### src/rtl/fetch_unit.sv
// Instruction fetch stage: RAM read port, DEPTH-entry prefetch FIFO, redirect flush.
// reset_n is an active-high synchronous reset. Optional feature macro: FETCH_MISALIGN_CHK_EN.
module fetch_unit #(
  parameter logic [31:0] RESET_PC = 32'h8000_0000,
  parameter int          DEPTH    = 4
) (
  input  logic        clk,
  input  logic        reset_n,
  output logic        i_req,
  output logic [31:0] i_addr,
  input  logic [31:0] i_data,
  input  logic        redirect_valid,
  input  logic [31:0] redirect_pc,
  output logic        out_valid,
  input  logic        out_ready,
  output logic [31:0] out_instr,
  output logic [31:0] out_pc
`ifdef FETCH_MISALIGN_CHK_EN
  ,
  output logic        out_misalign
`endif
);

  localparam int              AW       = $clog2(DEPTH);
  localparam int              CW       = AW + 1;
  localparam logic [CW:0]     DEPTH_L  = (CW + 1)'(DEPTH);
  localparam logic [AW-1:0]   ONE_PTR  = AW'(1);
  localparam logic [CW-1:0]   ONE_CNT  = CW'(1);
  localparam logic [31:0]     NOP_INSN = 32'h0000_0013;

  typedef enum logic [1:0] {
    ST_BOOT = 2'd0,
    ST_RUN  = 2'd1,
    ST_HALT = 2'd2
  } state_t;

  state_t          state_r;
  logic [31:0]     fetch_pc_r;
  logic [31:0]     inflight_pc_r;
  logic            inflight_r;
  logic [AW-1:0]   wr_ptr_r;
  logic [AW-1:0]   rd_ptr_r;
  logic [CW-1:0]   count_r;
  logic [31:0]     mem_instr_r [DEPTH];
  logic [31:0]     mem_pc_r    [DEPTH];
`ifdef FETCH_MISALIGN_CHK_EN
  logic            mem_mis_r   [DEPTH];
`endif

  logic [CW:0]     occ_s;
  logic            issue_s;
  logic            push_s;
  logic            pop_s;
  logic            mis_redirect_s;

  // Credit = buffered entries plus the read still in flight; never exceeds DEPTH
  assign occ_s     = {1'b0, count_r} + {{CW{1'b0}}, inflight_r};
  assign issue_s   = (state_r == ST_RUN) && (occ_s < DEPTH_L) && !redirect_valid;
  assign push_s    = inflight_r && !redirect_valid;
  assign out_valid = (count_r != {CW{1'b0}});
  assign pop_s     = out_valid && out_ready;

`ifdef FETCH_MISALIGN_CHK_EN
  assign mis_redirect_s = redirect_valid && (redirect_pc[1:0] != 2'b00);
  assign out_misalign   = out_valid ? mem_mis_r[rd_ptr_r] : 1'b0;
`else
  assign mis_redirect_s = 1'b0;
`endif

  assign i_req     = issue_s;
  assign i_addr    = fetch_pc_r;
  assign out_instr = out_valid ? mem_instr_r[rd_ptr_r] : 32'h0000_0000;
  assign out_pc    = out_valid ? mem_pc_r[rd_ptr_r]    : 32'h0000_0000;

  // Control state: FSM, fetch PC, in-flight read tracking and FIFO pointers
  always_ff @(posedge clk) begin
    if (reset_n) begin
      state_r       <= ST_BOOT;
      fetch_pc_r    <= RESET_PC;
      inflight_r    <= 1'b0;
      inflight_pc_r <= 32'h0000_0000;
      wr_ptr_r      <= {AW{1'b0}};
      rd_ptr_r      <= {AW{1'b0}};
      count_r       <= {CW{1'b0}};
    end else if (redirect_valid) begin
      // Flush everything; the response arriving this cycle is dropped with it
      inflight_r <= 1'b0;
      rd_ptr_r   <= {AW{1'b0}};
      if (mis_redirect_s) begin
        state_r    <= ST_HALT;
        fetch_pc_r <= redirect_pc;
        wr_ptr_r   <= ONE_PTR;
        count_r    <= ONE_CNT;
      end else begin
        state_r    <= ST_RUN;
        fetch_pc_r <= redirect_pc & 32'hFFFF_FFFC;
        wr_ptr_r   <= {AW{1'b0}};
        count_r    <= {CW{1'b0}};
      end
    end else begin
      case (state_r)
        ST_BOOT: state_r <= ST_RUN;
        ST_RUN:  state_r <= ST_RUN;
        ST_HALT: state_r <= ST_HALT;
        default: state_r <= ST_BOOT;
      endcase
      inflight_r <= issue_s;
      if (issue_s) begin
        fetch_pc_r    <= fetch_pc_r + 32'd4;
        inflight_pc_r <= fetch_pc_r;
      end
      if (push_s) wr_ptr_r <= wr_ptr_r + ONE_PTR;
      if (pop_s)  rd_ptr_r <= rd_ptr_r + ONE_PTR;
      case ({push_s, pop_s})
        2'b10:   count_r <= count_r + ONE_CNT;
        2'b01:   count_r <= count_r - ONE_CNT;
        default: count_r <= count_r;
      endcase
    end
  end

  // Prefetch storage; a misaligned-target marker always lands in the freshly flushed slot 0
  always_ff @(posedge clk) begin
    if (!reset_n && mis_redirect_s) begin
      mem_pc_r[0]    <= redirect_pc;
      mem_instr_r[0] <= NOP_INSN;
`ifdef FETCH_MISALIGN_CHK_EN
      mem_mis_r[0]   <= 1'b1;
`endif
    end else if (!reset_n && push_s) begin
      mem_pc_r[wr_ptr_r]    <= inflight_pc_r;
      mem_instr_r[wr_ptr_r] <= i_data;
`ifdef FETCH_MISALIGN_CHK_EN
      mem_mis_r[wr_ptr_r]   <= 1'b0;
`endif
    end
  end

endmodule

### config.mk
export PLATFORM = sky130hd
export DESIGN_NAME = fetch_unit
export DESIGN_NICKNAME = d
export VERILOG_FILES = /design/src/rtl/fetch_unit.sv
export SDC_FILE = /design/constraint.sdc
export NUM_CORES = 1
export LEC_CHECK = 0
export CAP_MARGIN = 5
export CORE_UTILIZATION = 50
export DETAILED_ROUTE_END_ITERATION = 8
export PLACE_DENSITY = 0.87
export SYNTH_ARGS = -nofsm -noshare
export SYNTH_HDL_FRONTEND = slang
export SYNTH_SLANG_ARGS = --single-unit
### constraint.sdc
create_clock -name clk -period 3.1 [get_ports clk]
set_clock_uncertainty 0.15 [all_clocks]
set_input_delay 0.465 -clock clk [delete_from_list [all_inputs] [get_ports clk]]
set_output_delay 0.465 -clock clk [all_outputs]
set_load 0.01 [all_outputs]
# ---- Word-level counts from Yosys, hierarchy flattened
# Memories as Yosys holds them, arrays and structs flattened. A register that Yosys moved wholly into a read port is not among the register bits.
# Cells that the tools add are included.
dict set report totals {
  ramBits 256
  reg_bits 74
  inputBits 68
  n_memories 2
}
# name depth word_bits read_ports rd_ports_with_merged_regs wr line
set mem_list {}
lappend mem_list {mem_instr_r 4 32 1 1 1 44} ;# logic [31:0] mem_instr_r [DEPTH];
lappend mem_list {mem_pc_r 4 32 1 1 1 45} ;# logic [31:0] mem_pc_r [DEPTH];
dict set report op_classes {
  n_eq_ne 4
  n_reduce_logical 14
  n_lt_le_gt_ge 1
  add_sub_neg 6
  muxes 13
  bitwise_logic 1
}
# cell count
set ops {}
lappend ops {{$mux W32} 4}
lappend ops {{$add A32 B3 Y32 const B} 1}
lappend ops {{$mux W2} 4}
lappend ops {{$pmux W3 S2} 1}
lappend ops {{$logic_and A1 B1 Y1} 5}
lappend ops {{$add A2 B1 Y2 const B} 2}
lappend ops {{$add A3 B1 Y4} 1}
lappend ops {{$eq A2 B1 Y1 const B} 2}
lappend ops {{$eq A2 B2 Y1 const B} 2}
lappend ops {{$lt A4 B3 Y1 const B} 1}
lappend ops {{$pmux W2 S2} 1}
lappend ops {{$reduce_bool A2 Y1} 2}
lappend ops {{$reduce_or A2 Y1} 2}
lappend ops {{$add A3 B1 Y3 const B} 1}
lappend ops {{$mux W1} 3}
lappend ops {{$reduce_bool A3 Y1} 1}
lappend ops {{$sub A3 B1 Y3 const B} 1}
lappend ops {{$logic_not A1 Y1} 2}
lappend ops {{$logic_not A2 Y1} 1}
lappend ops {{$reduce_and A2 Y1} 1}
lappend ops {{$not A1 Y1} 1}

# ---- Longest topological paths before layout
# Gate-level depths: netlist of the first run.
dict set report logic_depth {
  depth_word 6
  ltp_mapped 10
}

# ---- Worst setup path before layout of the first run
# OpenSTA, ideal clock, no wires.
dict set report synth_timing {
  path_type {input port to flip-flop}
  startpoint {input port reset_n}
  endpoint {memory mem_instr_r[0][0], enable pin}
  t_arrival_ns 2.400
  path_slack_ns 0.123
  required_ns 2.523
  cell_stages 3
  path_cell_list {clkbuf_1 -> nor2_1 -> and3_1}
}
dict set report synth_between {
  elab_chain_len 4
}
# element line
set synth_rtl {}
lappend synth_rtl {{start, declared} 8} ;# input logic reset_n,
lappend synth_rtl {{$logic_not A1 Y1} 130} ;# end else if (!reset_n && push_s) begin
lappend synth_rtl {{$logic_and A1 B1 Y1} 130}
lappend synth_rtl {{$mux W1} 130}
lappend synth_rtl {{$mux W1 (not written as such)} 132} ;# mem_instr_r[wr_ptr_r] <= i_data;
lappend synth_rtl {{end, declared} 44}
# Every way passes these cells.

==> results of run 1 <==
==> cells in the mapped netlist (2+ instances only) <==
cell and n:
mux2i_1 31, dfxtp_1 72, mux4_2 62, xor2_1 6, nor2b_1 2, nand3_1 19
and4_1 7, nor3_1 7, nand3b_1 2, a311oi_1 15, ha_1 6, or2_2 2
inv_1 12, buf_1 11, nand4_1 6, buf_4 4, o21ai_0 8, a211oi_1 8
or3_1 7, xnor2_1 6, a21oi_1 7, and3_1 10, edfxtp_1 248, nand2_1 18
o31ai_1 10, nor3b_1 6, or4_1 14, nand4_2 2, clkbuf_1 35, and2_1 63
nor4_1 6, buf_2 3, nor2_1 66, a2111oi_0 2
==> final timing paths <==
kind	start	slack, ps	end	cells past startpoint
worst max-delay path	flop	-50	out_instr[15]	4
worst min-delay path	reset_n	240	inflight_pc_r[27]$_SDFFE_PP0P_	3
worst max register to register	i_addr[2]$_SDFFE_PP0P_	560	i_addr[28]$_SDFFE_PP0P_	5
worst min register to register	state_r[1]$_SDFF_PP0_	340	state_r[0]$_SDFF_PP0_	1
==> per-layer routing <==
metal	wire length (µm)	track usage (%)	part of all wire [%]
met1	11700	29.0	43
met2	13600	35.9	49
met3	1790	3.52	6.5
met4	497	5.36	1.8
met5	0	0	0
==> state kept, by name, summed over array words and instances, names as in the netlist, named ones only <==
signal         count
mem_instr_r      128
count_r            3
i_addr            30
rd_ptr_r           2
mem_pc_r         120
wr_ptr_r           2
inflight_pc_r     30
state_r            2
inflight_r         1
==> where the power goes <==
part           leakage [nW]  total [mW]  internal, mW  switching, mW
logic                  2.29       0.407         0.221          0.186
clock network         0.516        3.76          2.17           1.58
registers              2.92        4.74          4.66         0.0835
==> cells by family (layout without fill, tap and decap cells) <==
family,Yosys count,after routing
other,1,4
xor gates and xnor gates,12,12
adders and majority gates,7,7
muxes,93,93
DFF,320,320
buffers and inverters,66,265
and+or+nand+nor,242,242
AOI/OAI and AO/OA,55,55
==> through the flow <==
stage / setup WS (ps) / instance area [µm²]
2_1_floorplan: 123 / 12800
3_3_place_gp: 465 / 15000
3_5_place_dp: 387 / 15000
4_1_cts: -66.3 / 16100
5_1_grt: -128 / 16200
6_report: -49.2 / 16200
==> what timing repair did <==
item	CTS	global route
buffers inserted	2	3
hold endpoints to repair	0	0
resized for setup	3	19
endpoints found under the setup margin	56	38
pin swaps	0	0
gates cloned	1	1
==> worst max-delay path: stages, from the launching register on <==
cell,delay (ps)
dfxtp_4,440
bufbuf_16,350
mux4_2,530
and2_1,170
clkdlybuf4s50_1,470
==> area by class of cell <==
class | count | share of cell area (%)
sequential | 320 | 54.9
clock buffer | 41 | 5.66
timing repair buffer | 195 | 13.0
inverter | 12 | 0.278
multi-input combinational | 413 | 22.8
clock inverter | 17 | 0.787
tap | 330 | 2.55
==> results.toml, run 1 <==
[status]
status = "complete, but fails checks"
failed_checks = "negative setup slack"

[detailed_routing]
drtPass1Iterations = 4
ant_nets = 0
viasPerCell = 5.73
drcViolationCount = 0
wirelength_um = 27600
vias = 7605
wl_per_cell_um = 20.8
drtIter0Drc = 541

[synth]
synthTopCellsByArea = "edfxtp_1 (58%), dfxtp_1 (11%), mux4_2 (11%)"
synth_top_family_by_area = "multiplexers"
yosysWarnings = 0
netlist.top_cell.by_area = "edfxtp_1"
synth-main-ff-cell = "edfxtp_1"
ys_ff_latch = 320
ys_seq_area_share_pct = 69.3
synth_compound_area_share_pct = 3.12
async_flop_share_pct = 0
mappedNetlistArea_um2 = 12800
synth_cell_type_count = 47
synth_edf_count = 248
postSynthCellCount = 796
synth.avg_cell_area_um2 = 16.1
synth_top_area_share_pct = 58.1
synth.area.mux_share_pct = 13.3
synth-simple-area-share_pct = 10.5
synth_fa_ha_area_share_pct = 0.742
synth_xor_area_share_pct = 0.820

[floorplanning]
start_util_pct = 50.9
fp.dieH_um = 162
die-width_um = 162
core_um2 = 25200
die_area_um2 = 26300
ios = 166
num_rows = 58

[power]
ir_drop_mv = 0.436
power_density_nw_per_um2 = 549
power.total_mw = 8.90
p_leak_nw = 5.72

[sta]
slew_headroom_pct = 56.9
worst_pin_slew_ps = 641
rsz0062_at_grt = "true"
finalSetupViolCount = 14
fmax_mhz = 318
fin_crit_sh_pct = 102
fin_crit_ps = 3150
hold_slack_ps = 237
final_hold_viol_count = 0
setup_tns_ps = -229
setup_ws_ps = -49.2
slew_violations = 0

[run]
maxCapViolations = 0

[cells_and_area]
nets = 1048
multi_input_area_um2 = 3700
antenna_cells = 0
nFillCells = 1731
final_common_cell = "edfxtp_1"
stdcell_count = 1328
most-common-layout-cells = "edfxtp_1 (248), clkdlybuf4s50_1 (138), dfxtp_1 (70)"
syn_to_final_growth_pct = 26.4
layout-drive-gt1-share_pct = 16.5
final_core_util_pct = 64.4
seq_area_um2 = 8900

[critical_path]
cp.required_ps = 2480
worstSetupEndpointType = "output pin"
critPathKind = "reg2out"
arrival_ps = 2530
cp_max_fo = 14
cp-start-kind = "flop"

[placed_design]
place.gp.congestion = 0.870
dp.cells = 1263
portBuffers = 159
hpwlAfterDp_um = 17500

[grt]
grt_overflow_total = 0
grt_max_degree = 50
grt_pass1_wl_um = 42500
grt_util_all_layers_pct = 21.3
grt_pass1_vias = 7644
antenna_found_initial = 1

[clock_tree]
htreeDepth = 1
clkTransAtPathRegs_ps = 70
cts_sinks = 320
cts_tree = "yes"
cts_root_buf = "clkbuf_16"
clkLatencyLatePin_ps = 570
numCtsBuffers = 31
hold_buffers = 0
max-clock-path-buffers = 3

[hold_path]
hold_path_class = "in2reg"
(Power assumes the default switching activity.)
==> inputs of run 2 (changes only) <==
--- a/config.mk
+++ b/config.mk
@@ -7,6 +7,7 @@
 export LEC_CHECK = 0
 export CAP_MARGIN = 5
 export CORE_UTILIZATION = 50
+export CTS_CLUSTER_SIZE = 16
 export DETAILED_ROUTE_END_ITERATION = 8
 export PLACE_DENSITY = 0.87
 export SYNTH_ARGS = -nofsm -noshare
==> results of run 2 <==
The final DEF is identical to that of run 1; final timing and power are the same.
==> inputs of run 3 (changes only) <==
--- a/config.mk
+++ b/config.mk
@@ -5,11 +5,12 @@
 export SDC_FILE = /design/constraint.sdc
 export NUM_CORES = 1
 export LEC_CHECK = 0
+export ABC_CLOCK_PERIOD_IN_PS = 3100
 export CAP_MARGIN = 5
 export CORE_UTILIZATION = 50
 export CTS_CLUSTER_SIZE = 16
 export DETAILED_ROUTE_END_ITERATION = 8
-export PLACE_DENSITY = 0.87
+export PLACE_DENSITY = 0.76
 export SYNTH_ARGS = -nofsm -noshare
 export SYNTH_HDL_FRONTEND = slang
 export SYNTH_SLANG_ARGS = --single-unit
==> run 3 against run 2 <==
The flow now finishes without violations. Clock power shrank 4%. Power shrank 1.7%. Highest routed layer unchanged. Utilization shrank 0.70 points. Critical path depth is the same. Die area is the same. Cell area shrank 1.1%. Largest cell class unchanged. Combinational power shrank 4%.
==> results.toml, run 3 (synthesis results as in run 1) <==
[floorplanning]
num_rows = 58
die-width_um = 162
start_util_pct = 50.9
ios = 166
core_um2 = 25200
fp.dieH_um = 162
die_area_um2 = 26300

[grt]
gr-usage-met3_pct = 2.73
grtUsageMet2_pct = 33.5
grt_pass1_vias = 7215
grt_overflow_total = 0
grt_pass1_wl_um = 41000
antenna_found_initial = 0
grt_max_degree = 47
grt_util_all_layers_pct = 20.4
busiest_layer = "met2"
use_met1_pct = 29.2

[run]
maxCapViolations = 0

[clock_tree]
cts_tree = "yes"
clkTransAtPathRegs_ps = 60
htreeDepth = 1
cts_root_buf = "clkbuf_16"
clkLatencyLatePin_ps = 560
numCtsBuffers = 30
cts_sinks = 320
max-clock-path-buffers = 3

[detailed_routing]
vias = 7488
ant_nets = 0
wirelength_um = 26800
drcViolationCount = 0
wl_per_cell_um = 20.3
drtPass1Iterations = 4
viasPerCell = 5.68
drtIter0Drc = 503

[hold_path]
whs_path_depth = 2
min_from = "reset_n"
whs_endpoint = "inflight_pc_r[26]$_SDFFE_PP0P_"
hold_path_class = "in2reg"

[cells_and_area]
nets = 1039
stdcell_count = 1318
final_core_util_pct = 63.7
layout-drive-gt1-share_pct = 15.2
final_common_cell = "edfxtp_1"
max_flop_register = "mem_instr_r"
largest_register_ffs = 128
antenna_cells = 0
reg.largest.list = "mem_instr_r: 128 flops, mem_pc_r: 120 flops"
most-common-layout-cells = "edfxtp_1 (248), clkdlybuf4s50_1 (135), dfxtp_1 (70)"
syn_to_final_growth_pct = 25.1

[placed_design]
hpwlAfterDp_um = 16500
place.gp.congestion = 0.885
dp.cells = 1259
portBuffers = 159

[sta]
fin_crit_sh_pct = 97.5
fin_crit_ps = 3020
slew_headroom_pct = 48.5
finalSetupViolCount = 0
final_hold_viol_count = 0
slew_violations = 0
setup_tns_ps = 0
worst_pin_slew_ps = 766
fmax_mhz = 331

[status]
status = "finished, final reports clean"

[critical_path]
crit_family = "buffers and inverters"
cp_max_fo = 12
critPathKind = "reg2out"
cp-start-kind = "flop"
crit_buf_inv = 2
cpMaxStageDelayCell = "mux4_2"
r2r_setup_slack_ps = 580
arrival_ps = 2410
path_cells = "clkbuf_16, mux4_2, and2_1, clkdlybuf4s50_1"
max_stage_delay_ps = 520
cp.required_ps = 2480
worst_r2r_path_depth = 9
r2r_end = "count_r[2]$_SDFFE_PP0P_"
worstSetupEndpointType = "output pin"
r2r-start = "count_r[0]$_SDFFE_PP0P_"

[power]
p_leak_nw = 5.66
power_density_nw_per_um2 = 546
ir_drop_mv = 0.350
==> run 3: changes by cell type in the layout (fill, tap and decap cells not counted), sizes merged <==
cell,change
buf,-7
bufbuf,-1
bufinv,+1
clkbuf,+3
clkdlybuf4s50,-3
clkinv,-1
clkinvlp,-1
dlygate4sd2,+2
dlymetal6s2s,+1
inv,-4
==> run 3: per-layer routing <==
metal	up-vias	wire length (µm)
met1	3765	11900
met2	260	12800
met4	0	451
met5	-	0
met3	39	1570
li1	3424	-
==> run 3: through the flow <==
| stage | instance area [µm²] | hold slack [ps] | setup slack (ps) | total power, mW |
|---|---|---|---|---|
| floorplan | 12800 | 269 | 123 | 4.98 |
| global placement | 14900 | 285 | 340 | 5.22 |
| detailed placement | 14900 | 295 | 368 | 5.23 |
| CTS | 15900 | 98.3 | -6.08 | 8.82 |
| global route | 16000 | 117 | -1.24 | 9.02 |
| finish | 16000 | 124 | 77.2 | 8.75 |
==> run 3: worst max path at each step <==
| stage | from | endpoint | depth (start not counted) |
|---|---|---|---|
| floorplan | reset_n | mem_instr_r[0][0]$_DFFE_PP_ | 3 |
| global placement | redirect_valid | i_req | 4 |
| detailed placement | redirect_valid | i_req | 4 |
| CTS | flop | out_pc[3] | 4 |
| global route | flop | out_instr[14] | 4 |
| finish | flop | out_instr[19] | 4 |
==> run 3: layout make-up <==
cell class / count / area [µm²]
tap: 330 / 413
sequential: 320 / 8900
fill: 1825 / 9150
clock buffer: 44 / 866
multi-input combinational: 413 / 3690
inverter: 12 / 45.0
clock inverter: 12 / 113
timing repair buffer: 187 / 2000
==> run 3: timing repair <==
item                       4_1_cts  5_1_grt
hold buffers                     0        0
buffers inserted                 0        1
hold endpoints to repair         0        0
setup endpoints to repair       51       17
gates cloned                     1        1
gates resized for setup          7       21
==> run 3: power breakdown <==
group / internal (mW) / switching [mW] / total (mW) / leakage, nW
Clock: 2.10 / 1.52 / 3.62 / 0.481
Combinational: 0.216 / 0.176 / 0.392 / 2.26
Sequential: 4.66 / 0.0890 / 4.75 / 2.92
